## config.mk

```make
export PLATFORM = sky130hd
export DESIGN_NAME = mem_port_arbiter
export DESIGN_NICKNAME = d
export VERILOG_FILES = /design/src/rtl/riscv_mem_pkg.sv /design/src/rtl/mem_arb_picker.sv /design/src/rtl/mem_port_arbiter.sv
export SDC_FILE = /design/constraint.sdc
export NUM_CORES = 1
export LEC_CHECK = 0
export ABC_AREA = 0
export BUFFER_PORTS_ARGS = -buffer_cell sky130_fd_sc_hd__buf_4
export CORE_MARGIN = 1
export CORE_UTILIZATION = 42
export CTS_CLUSTER_SIZE = 20
export DETAILED_ROUTE_END_ITERATION = 8
export GPL_ROUTABILITY_DRIVEN = 0
export MAX_ROUTING_LAYER = met4
export PLACE_DENSITY = 0.83
export SYNTH_ARGS = -nofsm -noshare
export SYNTH_HDL_FRONTEND = slang
export SYNTH_SLANG_ARGS = --single-unit
```

## constraint.sdc

```tcl
create_clock -name clk -period 1.55 [get_ports clk]
set_clock_uncertainty 0.1 [all_clocks]
set_input_delay 0.155 -clock clk [delete_from_list [all_inputs] [get_ports clk]]
set_output_delay 0.155 -clock clk [all_outputs]
set_load 0.01 [all_outputs]
```

## src/rtl/riscv_mem_pkg.sv

```systemverilog
// Shared types and limits for the unified memory port arbiter.
// Latency: n/a (types, constants and a constant helper only).
// Backpressure: n/a.
package riscv_mem_pkg;

    // Access sequencer states; the arbiter is only willing to pick a new owner in IDLE.
    typedef enum logic [1:0] {
        IDLE   = 2'd0,
        ACCESS = 2'd1,
        WAIT   = 2'd2,
        RETURN = 2'd3
    } state_e;

    // Which requester currently owns the memory port.
    typedef enum logic {
        OWN_CPU = 1'b0,
        OWN_DMA = 1'b1
    } owner_e;

    // Legal range of the memory read latency; the counter is sized from it.
    localparam int READ_LATENCY_MIN = 1;
    localparam int READ_LATENCY_MAX = 15;

    function automatic bit read_latency_ok(input int lat);
        return (lat >= READ_LATENCY_MIN) && (lat <= READ_LATENCY_MAX);
    endfunction

endpackage

```

## src/rtl/mem_arb_picker.sv

```systemverilog
// Combinational owner picker for the shared memory port.
// Latency: 0 cycles (pure combinational).
// Backpressure: none; the caller only consults it while the port is idle.
//
// Config macro: MEM_ARB_ROUND_ROBIN_EN
//   defined     -> on a tie the port that did not win last time is picked
//   not defined -> fixed priority, CPU always wins a tie (DMA can starve
//                  under continuous CPU traffic); no last_owner input exists
// Ports:
//   last_owner   in  previous grant winner (round-robin build only)
//   cpu_req      in  CPU request
//   dma_req      in  loader/DMA request
//   grant_valid  out some requester can be granted
//   owner        out which requester to grant (OWN_CPU when nobody asks)
module mem_arb_picker
    import riscv_mem_pkg::*;
(
`ifdef MEM_ARB_ROUND_ROBIN_EN
    input  owner_e last_owner,
`endif
    input  logic   cpu_req,
    input  logic   dma_req,
    output logic   grant_valid,
    output owner_e owner
);

    always_comb begin
        grant_valid = cpu_req | dma_req;
        owner       = OWN_CPU;
`ifdef MEM_ARB_ROUND_ROBIN_EN
        if (cpu_req && dma_req) begin
            // Alternate on contention so neither side can be starved.
            owner = (last_owner == OWN_CPU) ? OWN_DMA : OWN_CPU;
        end else if (dma_req) begin
            owner = OWN_DMA;
        end
`else
        if (!cpu_req && dma_req) begin
            owner = OWN_DMA;
        end
`endif
    end

endmodule

```

## src/rtl/mem_port_arbiter.sv

```systemverilog
// Shares one memory port between the CPU and the program loader/DMA, one access in flight.
// Latency: gnt 1 cycle after req seen idle; write done that cycle; rvalid at 2+READ_LATENCY.
// Backpressure: requests are held off (no gnt) while an access is in flight; requester holds fields until gnt.
//
// Config macro: MEM_ARB_ROUND_ROBIN_EN (see mem_arb_picker); when undefined the
// last_owner register is not built and the CPU has fixed priority.
// Ports:
//   clk, rst                      clock (rising edge), asynchronous active-low reset
//   cpu_req/we/addr/wdata         CPU request side
//   cpu_gnt/rvalid/rdata          CPU grant pulse, read-return pulse, registered read data
//   dma_*                         same set for the loader port
//   mem_addr/mem_we/mem_wdata     registered memory command (mem_we high only in a write ACCESS)
//   mem_rdata                     memory read data, valid READ_LATENCY cycles after the address cycle
//   busy                          an access is in progress (state != IDLE)
module mem_port_arbiter
    import riscv_mem_pkg::*;
#(
    parameter int ADDR_W       = 32,
    parameter int DATA_W       = 32,
    parameter int READ_LATENCY = 1
) (
    input  logic              clk,
    input  logic              rst,

    input  logic              cpu_req,
    input  logic              cpu_we,
    input  logic [ADDR_W-1:0] cpu_addr,
    input  logic [DATA_W-1:0] cpu_wdata,
    output logic              cpu_gnt,
    output logic              cpu_rvalid,
    output logic [DATA_W-1:0] cpu_rdata,

    input  logic              dma_req,
    input  logic              dma_we,
    input  logic [ADDR_W-1:0] dma_addr,
    input  logic [DATA_W-1:0] dma_wdata,
    output logic              dma_gnt,
    output logic              dma_rvalid,
    output logic [DATA_W-1:0] dma_rdata,

    output logic [ADDR_W-1:0] mem_addr,
    output logic              mem_we,
    output logic [DATA_W-1:0] mem_wdata,
    input  logic [DATA_W-1:0] mem_rdata,

    output logic              busy
);

    localparam int CNT_W = $clog2(READ_LATENCY + 1);

    if (!read_latency_ok(READ_LATENCY)) begin : g_bad_read_latency
        $error("mem_port_arbiter: READ_LATENCY %0d outside %0d..%0d",
               READ_LATENCY, READ_LATENCY_MIN, READ_LATENCY_MAX);
    end

    state_e            state_q,      state_d;
    owner_e            owner_q,      owner_d;
    logic [CNT_W-1:0]  cnt_q,        cnt_d;
    logic [ADDR_W-1:0] mem_addr_q,   mem_addr_d;
    logic [DATA_W-1:0] mem_wdata_q,  mem_wdata_d;
    logic              mem_we_q,     mem_we_d;
    logic              cpu_gnt_q,    cpu_gnt_d;
    logic              dma_gnt_q,    dma_gnt_d;
    logic              cpu_rvalid_q, cpu_rvalid_d;
    logic              dma_rvalid_q, dma_rvalid_d;
    logic [DATA_W-1:0] cpu_rdata_q,  cpu_rdata_d;
    logic [DATA_W-1:0] dma_rdata_q,  dma_rdata_d;
    logic              busy_q,       busy_d;

    logic              pick_vld;
    owner_e            pick_owner;

`ifdef MEM_ARB_ROUND_ROBIN_EN
    owner_e            last_owner_q, last_owner_d;
`endif

    mem_arb_picker u_picker (
`ifdef MEM_ARB_ROUND_ROBIN_EN
        .last_owner  (last_owner_q),
`endif
        .cpu_req     (cpu_req),
        .dma_req     (dma_req),
        .grant_valid (pick_vld),
        .owner       (pick_owner)
    );

    always_comb begin
        state_d      = state_q;
        owner_d      = owner_q;
        cnt_d        = cnt_q;
        mem_addr_d   = mem_addr_q;
        mem_wdata_d  = mem_wdata_q;
        mem_we_d     = 1'b0;
        cpu_gnt_d    = 1'b0;
        dma_gnt_d    = 1'b0;
        cpu_rvalid_d = 1'b0;
        dma_rvalid_d = 1'b0;
        cpu_rdata_d  = cpu_rdata_q;
        dma_rdata_d  = dma_rdata_q;

        unique case (state_q)
            IDLE: begin
                // The command and the grant pulse are loaded together so that
                // both appear in the same (ACCESS) cycle.
                if (pick_vld) begin
                    owner_d = pick_owner;
                    state_d = ACCESS;
                    if (pick_owner == OWN_CPU) begin
                        mem_addr_d  = cpu_addr;
                        mem_wdata_d = cpu_wdata;
                        mem_we_d    = cpu_we;
                        cpu_gnt_d   = 1'b1;
                    end else begin
                        mem_addr_d  = dma_addr;
                        mem_wdata_d = dma_wdata;
                        mem_we_d    = dma_we;
                        dma_gnt_d   = 1'b1;
                    end
                end
            end
            ACCESS: begin
                // mem_we_q doubles as "this access is a write".
                if (mem_we_q) begin
                    state_d = IDLE;
                end else begin
                    state_d = WAIT;
                    cnt_d   = CNT_W'(READ_LATENCY - 1);
                end
            end
            WAIT: begin
                // cnt reaches zero in the cycle mem_rdata becomes valid.
                if (cnt_q == '0) begin
                    state_d = RETURN;
                    if (owner_q == OWN_CPU) begin
                        cpu_rdata_d  = mem_rdata;
                        cpu_rvalid_d = 1'b1;
                    end else begin
                        dma_rdata_d  = mem_rdata;
                        dma_rvalid_d = 1'b1;
                    end
                end else begin
                    cnt_d = cnt_q - 1'b1;
                end
            end
            RETURN: begin
                state_d = IDLE;
            end
            default: begin
                state_d = IDLE;
            end
        endcase

        busy_d = (state_d != IDLE);
    end

`ifdef MEM_ARB_ROUND_ROBIN_EN
    always_comb begin
        last_owner_d = last_owner_q;
        if (state_q == IDLE && pick_vld) begin
            last_owner_d = pick_owner;
        end
    end

    // Reset to DMA so the first contested grant goes to the CPU.
    always_ff @(posedge clk or negedge rst) begin
        if (!rst) begin
            last_owner_q <= OWN_DMA;
        end else begin
            last_owner_q <= last_owner_d;
        end
    end
`endif

    always_ff @(posedge clk or negedge rst) begin
        if (!rst) begin
            state_q      <= IDLE;
            owner_q      <= OWN_CPU;
            cnt_q        <= '0;
            mem_addr_q   <= '0;
            mem_wdata_q  <= '0;
            mem_we_q     <= 1'b0;
            cpu_gnt_q    <= 1'b0;
            dma_gnt_q    <= 1'b0;
            cpu_rvalid_q <= 1'b0;
            dma_rvalid_q <= 1'b0;
            cpu_rdata_q  <= '0;
            dma_rdata_q  <= '0;
            busy_q       <= 1'b0;
        end else begin
            state_q      <= state_d;
            owner_q      <= owner_d;
            cnt_q        <= cnt_d;
            mem_addr_q   <= mem_addr_d;
            mem_wdata_q  <= mem_wdata_d;
            mem_we_q     <= mem_we_d;
            cpu_gnt_q    <= cpu_gnt_d;
            dma_gnt_q    <= dma_gnt_d;
            cpu_rvalid_q <= cpu_rvalid_d;
            dma_rvalid_q <= dma_rvalid_d;
            cpu_rdata_q  <= cpu_rdata_d;
            dma_rdata_q  <= dma_rdata_d;
            busy_q       <= busy_d;
        end
    end

    assign cpu_gnt    = cpu_gnt_q;
    assign dma_gnt    = dma_gnt_q;
    assign cpu_rvalid = cpu_rvalid_q;
    assign dma_rvalid = dma_rvalid_q;
    assign cpu_rdata  = cpu_rdata_q;
    assign dma_rdata  = dma_rdata_q;
    assign mem_addr   = mem_addr_q;
    assign mem_we     = mem_we_q;
    assign mem_wdata  = mem_wdata_q;
    assign busy       = busy_q;

endmodule

```

Word-level counts from Yosys, hierarchy flattened
Cells that the tools add are included.

word-level totals
  flip-flop bits (word level) = 138
  output and inout port bits = 134

operators by class
  add/sub/neg operators = 1
  eq/ne operators = 4
  mux-type cells = 25
  bitwise gates (word level) = 3
  reduce and logical (&&, ||, !) cells = 9

operator list
  kind                                                  count
  two-way mux 32 bit                                    2
  two-way mux 1 bit                                     18
  one-hot mux 2 bit (4 select lines)                    1
  two-way mux 2 bit                                     3
  AND reduction 3 bit                                   2
  equality test 2 bit (second input constant)           2
  AND reduction 2 bit                                   2
  nonzero test 2 bit                                    2
  equality test 2 x 1 -> 1 bit (second input constant)  1
  logical NOT 2 bit                                     1
  != test 2 bit (second input constant)                 1
  NOT 1 bit                                             2
  one-hot mux 1 bit (2 select lines)                    1
  logical AND 1 bit                                     1
  logical NOT 1 bit                                     1
  bitwise OR 1 bit                                      1
  subtractor 1 bit (second input constant)              1

Depth between registers and ports, before layout
Gate-level depths: netlist (run 1).

  word-level depth = 6
  mapped depth = 5
  depth with buffers taken out = 3

Cells and area by module
From an unflattened synthesis (run 1), not the netlist that was laid out.

unflattened totals
  cell total of the unflattened synthesis = 368
  area total of the unflattened synthesis = 5883.1 um^2

modules (own cells, without submodules)
  module            instances  cells each  area an instance (um^2)  sequential area each (um^2)
  mem_port_arbiter  1          366         5870.6                   3428.3
  mem_arb_picker    1          2           12.5                     0.0

Least setup slack after synthesis (run 1)
Ideal clock, no wire load.

  path type = flip-flop to flip-flop
  start point = register state_q[1]
  end point = register mem_wdata_q[10], in the netlist mem_wdata[10]
  library setup time = 0.125 ns
  data arrival time = 1.391 ns
  data required time = 1.325 ns
  path slack = -0.066 ns
  stages on the path, launching flop included = 6
  period minus slack after synthesis = 1.616 ns
  cells stage by stage = dfrtp_1 nor2_1 o21a_1 buf_4 buf_4 mux2_2

between the ends
  word-level cells in the longest chain between the ends = 2

ends and longest elaborated chain
  element                               line                     RTL
  from (decl)                           mem_port_arbiter.sv:56   state_e state_q, state_d;
  from (signal assigned)                mem_port_arbiter.sv:190  state_q <= state_d;
  logical NOT 2 bit                     mem_port_arbiter.sv:101  unique case (state_q)
  AND reduction 2 bit (no source line)  --
  to (signal assigned)                  mem_port_arbiter.sv:194  mem_wdata_q <= mem_wdata_d;
  to (decl)                             mem_port_arbiter.sv:60   logic [DATA_W-1:0] mem_wdata_q, mem_wdata_d;

No other way between the ends.
A chain may end at the register's enable or synchronous reset.

Worst setup path after layout (run 1)
  start point = register state_q[1]
  end point = register mem_addr_q[26], in the netlist mem_addr[26]

between the ends
  word-level cells in the longest chain between the ends = 2

ends and longest elaborated chain
  element                               line                     RTL
  logical NOT 2 bit                     mem_port_arbiter.sv:101
  AND reduction 2 bit (no source line)  --
  to (signal assigned)                  mem_port_arbiter.sv:193  mem_addr_q <= mem_addr_d;
  to (decl)                             mem_port_arbiter.sv:59   logic [ADDR_W-1:0] mem_addr_q, mem_addr_d;

No other way between the ends.

==> impl_results.md, run 1 <==
* Status: finished, violations left
* Violations in the final reports: setup timing
* Iteration-0 DRC count of the detailed router at 176
* Vias post-DR at 4883
* Clk slew on worst S/H paths at 0.06 ns
* Avg Synthesized Cell Area at 16.6 sq um
* Sequential fraction of the synthesis area at 0.560
* Max FO, Critical Path at 23
* IO Pins at 300
* Largest family of logic cells by synthesized area: multiplexers
* RSZ-0062 raised after global routing: yes
* Post-synth EDFFs at 0
* Post-DP HPWL at 11300 um
* Ys flop type: dfrtp_1
* Number of global-route vias before repair at 5393
* Fin. Hold Viols at 0
* # setup viols final at 33
* Initial antenna violation count at 1
* Leak at 5.21 nW
* Core Footprint at 14000 sq um
* Antenna Nets Post-Route at 0
* TritonCTS clock tree: yes
* Worst Tran Pin Value at 0.296 ns
* Area leader, netlist: dfrtp_1
* Max-Cap Viols at 0
* Post-detailed-route wirelength per cell at 18.9 um
* First-pass GRT wire length at 27600 um
* Compound-Gate Fraction of Synth Area at 0.00450
* Largest net degree at the start of global routing at 55
* Min cycle time layout at 1.57 ns
* Post-synthesis mux area share at 0.395
* Post-detailed-route DRC marker count at 0
* Row count at 43
* Ys Warns at 0
* Synth unique cells at 19
* Max VDD drop at 830 uV
* Synth Area in XOR/XNOR at 0
* Final-stage net count at 980
* Max frequency at 636 MHz
* Mapped Nets at 535
* Synth top area cells: dfrtp_1 56%, mux2_2 18%, mux2_4 17%, mux2_1 5.2%, buf_6 1.5%
* Vias per cell at 4.84
* Critical Path AT at 1.76 ns
* Root Buffer Master: clkbuf_16
* Worst Path Required at 1.74 ns
* Share of layout cells above drive strength 1 at 0.636
* Die area at 15100 sq um
* Synth async-reset ratio at 1.00
* CTS buffer count at 17
* Number of port buffers at 299
* Setup WS pre-CTS at -0.0221 ns
* Clk_lat worst skew at 0.41 ns
* Most frequent cell after synthesis: dfrtp_1
* Post-synth top cells: 137 x dfrtp_1, 96 x mux2_2, 68 x mux2_4
* Final Cycle Share at 1.01
* Post-route setup TNS at -0.321 ns
* Final WS setup at -0.0212 ns
* Die Wd at 123 um
* Normalized max-slew margin at 0.803
* Placed Cells at 851
* PD cells at 1840 nW/um^2
* CTS H-tree lvls at 4
* Min-Delay Path Class: primary input to flop
* Synth Register Bits at 137
* Total power draw at 19.5 mW
* Syn Inst Count at 369
* CP startpoint kind: flop
* Critical path class: flop to flop
* Synth top area share at 0.560
* DR pass1 iterations at 4
* Die Y at 123 um
* Clk sink count at 137
* Clock buffer depth at 2
* Synth Area in Adders at 0
* Simple-Gate Fraction of Synth Area at 0.0129
* Routed WL at 19100 um
* Post-Syn Area at 6120 sq um
* Total GRT Usage at 0.257
* Area grow syn2layout at 73.8%
* Final cell count without fillers at 1008
* Overflow after GRT at 0
* Final Max Tran Viols at 0
* Setup crit end kind: flop
* Initial Util at 0.436
==> cell type report <==
class / instances / area (sq um)
fillers: 769 / 3400
repair buffers: 446 / 3770
well taps: 180 / 225
multi-input cells: 210 / 2580
clock buffers: 19 / 453
inverters: 2 / 7.51
diodes: 1 / 2.50
clock inverters: 13 / 166
flip-flops and latches: 137 / 3430
==> per-stage QoR <==
step | hold slack [ns] | util | cell area [sq um]
floorplan | -0.241 | - | 6130
global placement | -0.0551 | 0.619 | 8700
detailed placement | -0.0496 | 0.619 | 8700
CTS | 0.00105 | 0.748 | 10500
global route | 0.000935 | 0.758 | 10600
finish | 0.0163 | 0.758 | 10600
==> metal layers <==
layer  part of all wire  vias to the layer above  track usage
met4              0.037                        0        0.136
met3              0.067                       58       0.0739
li1                   -                     2214            -
met1               0.36                     2366        0.257
met5                  0                        -            -
met2               0.53                      245        0.453
==> cell families (layout without fill, tap and decap cells) <==
| kind of cell | after synthesis | after routing |
|---|---|---|
| mux | 192 | 192 |
| flops | 137 | 137 |
| buf+inv | 22 | 480 |
| simple gates | 13 | 13 |
| compound gates | 5 | 5 |
| other cells | 0 | 1 |
==> sequential cells by signal, summed over array words and instances, names as in the netlist <==
signal and cells:
cpu_rdata 32, dma_rdata 32, mem_addr 32, mem_wdata 32, state_q 2, busy 1, cpu_gnt 1, cpu_rvalid 1
dma_gnt 1, dma_rvalid 1, mem_we 1, owner_q 1
==> worst paths after layout <==
path	from	end	depth (start not counted)	slack [ns]
worst max-delay path	state_q[1]$_DFF_PN0_	mem_addr[26]$_DFFE_PN0P_	4	-0.02
worst min-delay path	dma_wdata[21]	mem_wdata[21]$_DFFE_PN0P_	3	0.02
worst max register to register	state_q[1]$_DFF_PN0_	mem_addr[26]$_DFFE_PN0P_	4	-0.02
worst min register to register	mem_wdata[24]$_DFFE_PN0P_	mem_wdata[24]$_DFFE_PN0P_	1	0.39
max in group asynchronous	rst	mem_wdata[19]$_DFFE_PN0P_	3	0.64
min in group asynchronous	rst	cpu_rdata[7]$_DFFE_PN0P_	2	0.12
==> where the power goes <==
group	switching [mW]	leakage (nW)	internal, mW
sequential	1.11	1.61	5.43
combinational	3.45	3.30	5.40
clock	1.52	0.296	2.63
total	6.09	5.21	13.5
==> worst max-delay path, stage by stage, from the launching register on <==
cell	delay [ns]
dfrtp_1	0.41
nor2_2	0.15
o21a_4	0.23
buf_12	0.23
mux2_4	0.32
==> layout by cell type, fill, tap and decap left out, drive strengths merged, types with 2 or more instances in the layout <==
cell type,count
nor2,3
dlygate4sd3,120
buf,324
o21ai,3
bufinv,3
mux2,192
clkbuf,21
clkinvlp,3
nand2,2
nand2b,4
and2,2
clkinv,5
inv,4
dfrtp,137
==> timing repair <==
| item | in CTS | in global routing |
|---|---|---|
| setup buffers | 0 | 2 |
| setup endpoints to repair | 50 | 102 |
| hold buffers | 119 | 1 |
| resized for setup | 0 | 11 |
| pin swaps | 0 | 0 |
| gates cloned | 0 | 2 |
| endpoints found under the hold margin | 249 | 1 |
No activity file was read; power rests on OpenSTA's default activity.
==> run 2, diff against run 1 <==
--- a/config.mk
+++ b/config.mk
@@ -8,12 +8,13 @@
 export ABC_AREA = 0
 export BUFFER_PORTS_ARGS = -buffer_cell sky130_fd_sc_hd__buf_4
 export CORE_MARGIN = 1
-export CORE_UTILIZATION = 42
+export CORE_UTILIZATION = 35
 export CTS_CLUSTER_SIZE = 20
 export DETAILED_ROUTE_END_ITERATION = 8
 export GPL_ROUTABILITY_DRIVEN = 0
 export MAX_ROUTING_LAYER = met4
-export PLACE_DENSITY = 0.83
+export PLACE_DENSITY = 0.7
+export SLEW_MARGIN = 20
 export SYNTH_ARGS = -nofsm -noshare
 export SYNTH_HDL_FRONTEND = slang
 export SYNTH_SLANG_ARGS = --single-unit
==> constraint.sdc (replaced) <==
create_clock -name clk -period 1.9 [get_ports clk]
set_clock_uncertainty 0.1 [all_clocks]
set_input_delay 0.19 -clock clk [delete_from_list [all_inputs] [get_ports clk]]
set_output_delay 0.19 -clock clk [all_outputs]
set_load 0.01 [all_outputs]
==> run 2 against run 1 <==
Effect of this change:
- worst hold slack improved by 0.016 ns
- die area increased by 20%
- largest cell class is now registers
- flip-flop and latch count stayed put
- combinational power decreased by 25%
- sequential share of layout area increased by 3.3 points
- the flow now finishes without violations
- final cell count is 5.7% lower
- register-to-register slack gained 0.14 ns
- critical path depth increased by 2
- non-clock buffer count down 96
==> impl_results.md, run 2 (same netlist as run 1, synthesis figures left out) <==
* Clk sink count at 137
* Max-Cap Viols at 0
* Critical path buffers and inverters at 3
* Diode count at 0
* Number of port buffers at 299
* Critical path class: primary input to flop
* Cell area after layout at 9640 sq um
* Area grow syn2layout at 57.6%
* Overflow after GRT at 0
* Final Max Tran Viols at 0
* PD cells at 1580 nW/um^2
* CP peak stage delay at 0.55 ns
* Total power draw at 15.2 mW
* Post-DP HPWL at 11700 um
* Clk_lat worst skew at 0.40 ns
* DR pass1 iterations at 5
* Root Buffer Master: clkbuf_16
* Normalized max-slew margin at 0.681
* Critical path's slowest cell: dlygate4sd3_1
* Critical Path AT at 2.00 ns
* CTS buffer count at 17
* Antenna Nets Post-Route at 0
* Fin. Hold Viols at 0
* Post-detailed-route DRC marker count at 0
* IO Pins at 300
* Most frequent cells in the layout: 306 x buf_4, 137 x dfrtp_1, 96 x mux2_2
* Vias post-DR at 4400
* Reg2reg setup slack at 0.12 ns
* Post-detailed-route wirelength per cell at 16.4 um
* Total GRT Usage at 0.184
* Max VDD drop at 702 uV
* RSZ-0062 raised after global routing: no
* Row count at 47
* Initial antenna violation count at 0
* Max FO, Critical Path at 26
* # setup viols final at 0
* Largest net degree at the start of global routing at 55
* Hold WS at 0.0319 ns
* First-pass GRT wire length at 24600 um
* Setup Buffers After CTS at 0
* Post-route setup TNS at 0 ns
* Core Footprint at 16800 sq um
* TritonCTS clock tree: yes
* Setup crit end kind: flop
* Die area at 18000 sq um
* Family with the most delay on the worst path: buffers and inverters
* Share of layout cells above drive strength 1 at 0.702
* Min-Delay Path Class: primary input to flop
* Worst Tran Pin Value at 0.479 ns
* Final Cycle Share at 0.954
* Max frequency at 552 MHz
* Initial Util at 0.364
* CP startpoint kind: primary input
* Most common cell after layout, fill and taps aside: buf_4
* Final-stage net count at 884
* Clk slew on worst S/H paths at 0.06 ns
* Leak at 4.71 nW
* Iteration-0 DRC count of the detailed router at 144
* Die Y at 134 um
* Crit-path cells: dlygate4sd3_1 -> buf_4 -> nand2b_4 -> buf_12 -> mux2_2 -> mux2_1
* Placed inst area at 8680 sq um
* Status: finished, final reports clean
* Clock buffer depth at 2
* Die Wd at 134 um
* Worst Path Required at 2.08 ns
* Vias per cell at 4.63
* Min cycle time layout at 1.81 ns
* CTS H-tree lvls at 4
* Number of global-route vias before repair at 4838
* Routed WL at 15600 um
[run 2: cell types whose count changed in the layout (fill, tap and decap cells not counted), sizes merged]
| cell | delta |
|---|---|
| clkinv | +1 |
| clkbuf | -1 |
| dlygate4sd3 | -84 |
| clkinvlp | -1 |
| diode | -1 |
| bufinv | -1 |
| buf | -10 |
[run 2: layout make-up]
class                      count  area [sq um]
clock buffer                  20           457
clock inverter                12           143
fill                        1375          7170
inverter                       2          7.51
multi-input combinational    210          2530
sequential                   137          3430
tap                          220           275
timing repair buffer         350          2800
[run 2: final timing paths]
path | from | to | cells past startpoint
max in group asynchronous | rst | dma_rdata[27]$_DFFE_PN0P_ | 3
worst min-delay path | dma_addr[9] | mem_addr[9]$_DFFE_PN0P_ | 3
worst max register to register | state_q[1]$_DFF_PN0_ | mem_addr[11]$_DFFE_PN0P_ | 4
worst min register to register | cpu_rdata[19]$_DFFE_PN0P_ | cpu_rdata[19]$_DFFE_PN0P_ | 1
min in group asynchronous | rst | dma_rdata[11]$_DFFE_PN0P_ | 2
worst max-delay path | cpu_req | mem_addr[11]$_DFFE_PN0P_ | 6
[run 2: through the flow]
stage                     utilization  worst slack, ns  cells
final                           0.573           0.0875    951
after global routing            0.573           0.0427    951
after CTS                       0.573           0.0201    951
after detailed placement        0.516           0.0386    883
after global placement          0.516            0.139    883
after floorplan                     -            0.284    369
[run 2: power breakdown]
part | leakage (nW) | switching, mW | total, mW | internal, mW
combinational | 2.81 | 2.62 | 6.65 | 4.04
clock | 0.290 | 1.26 | 3.28 | 2.02
sequential | 1.61 | 0.840 | 5.27 | 4.43
total | 4.71 | 4.72 | 15.2 | 10.5
[run 2: per-layer routing]
metal	routed length (um)	global-route usage	vias to the layer above	part of all wire
met4	223	0.0649	0	0.014
met5	0	-	-	0
li1	-	-	2020	-
met2	8190	0.320	201	0.52
met1	6090	0.203	2161	0.39
met3	1100	0.0506	18	0.070
[run 2: worst reg2reg max path, delay by kind of cell, from the launching register on]
family	cells	cell delay (ns)
buffers and inverters	1	0.25
multiplexers	1	0.36
AND/OR/NAND/NOR	1	0.22
AO/OA/AOI/OAI	1	0.29
flip-flops	1	0.44
[run 2: what timing repair did]
item	4_1_cts	5_1_grt
resized for setup	0	2
setup endpoints to repair	0	16
hold endpoints to repair	205	0
hold buffers	36	0
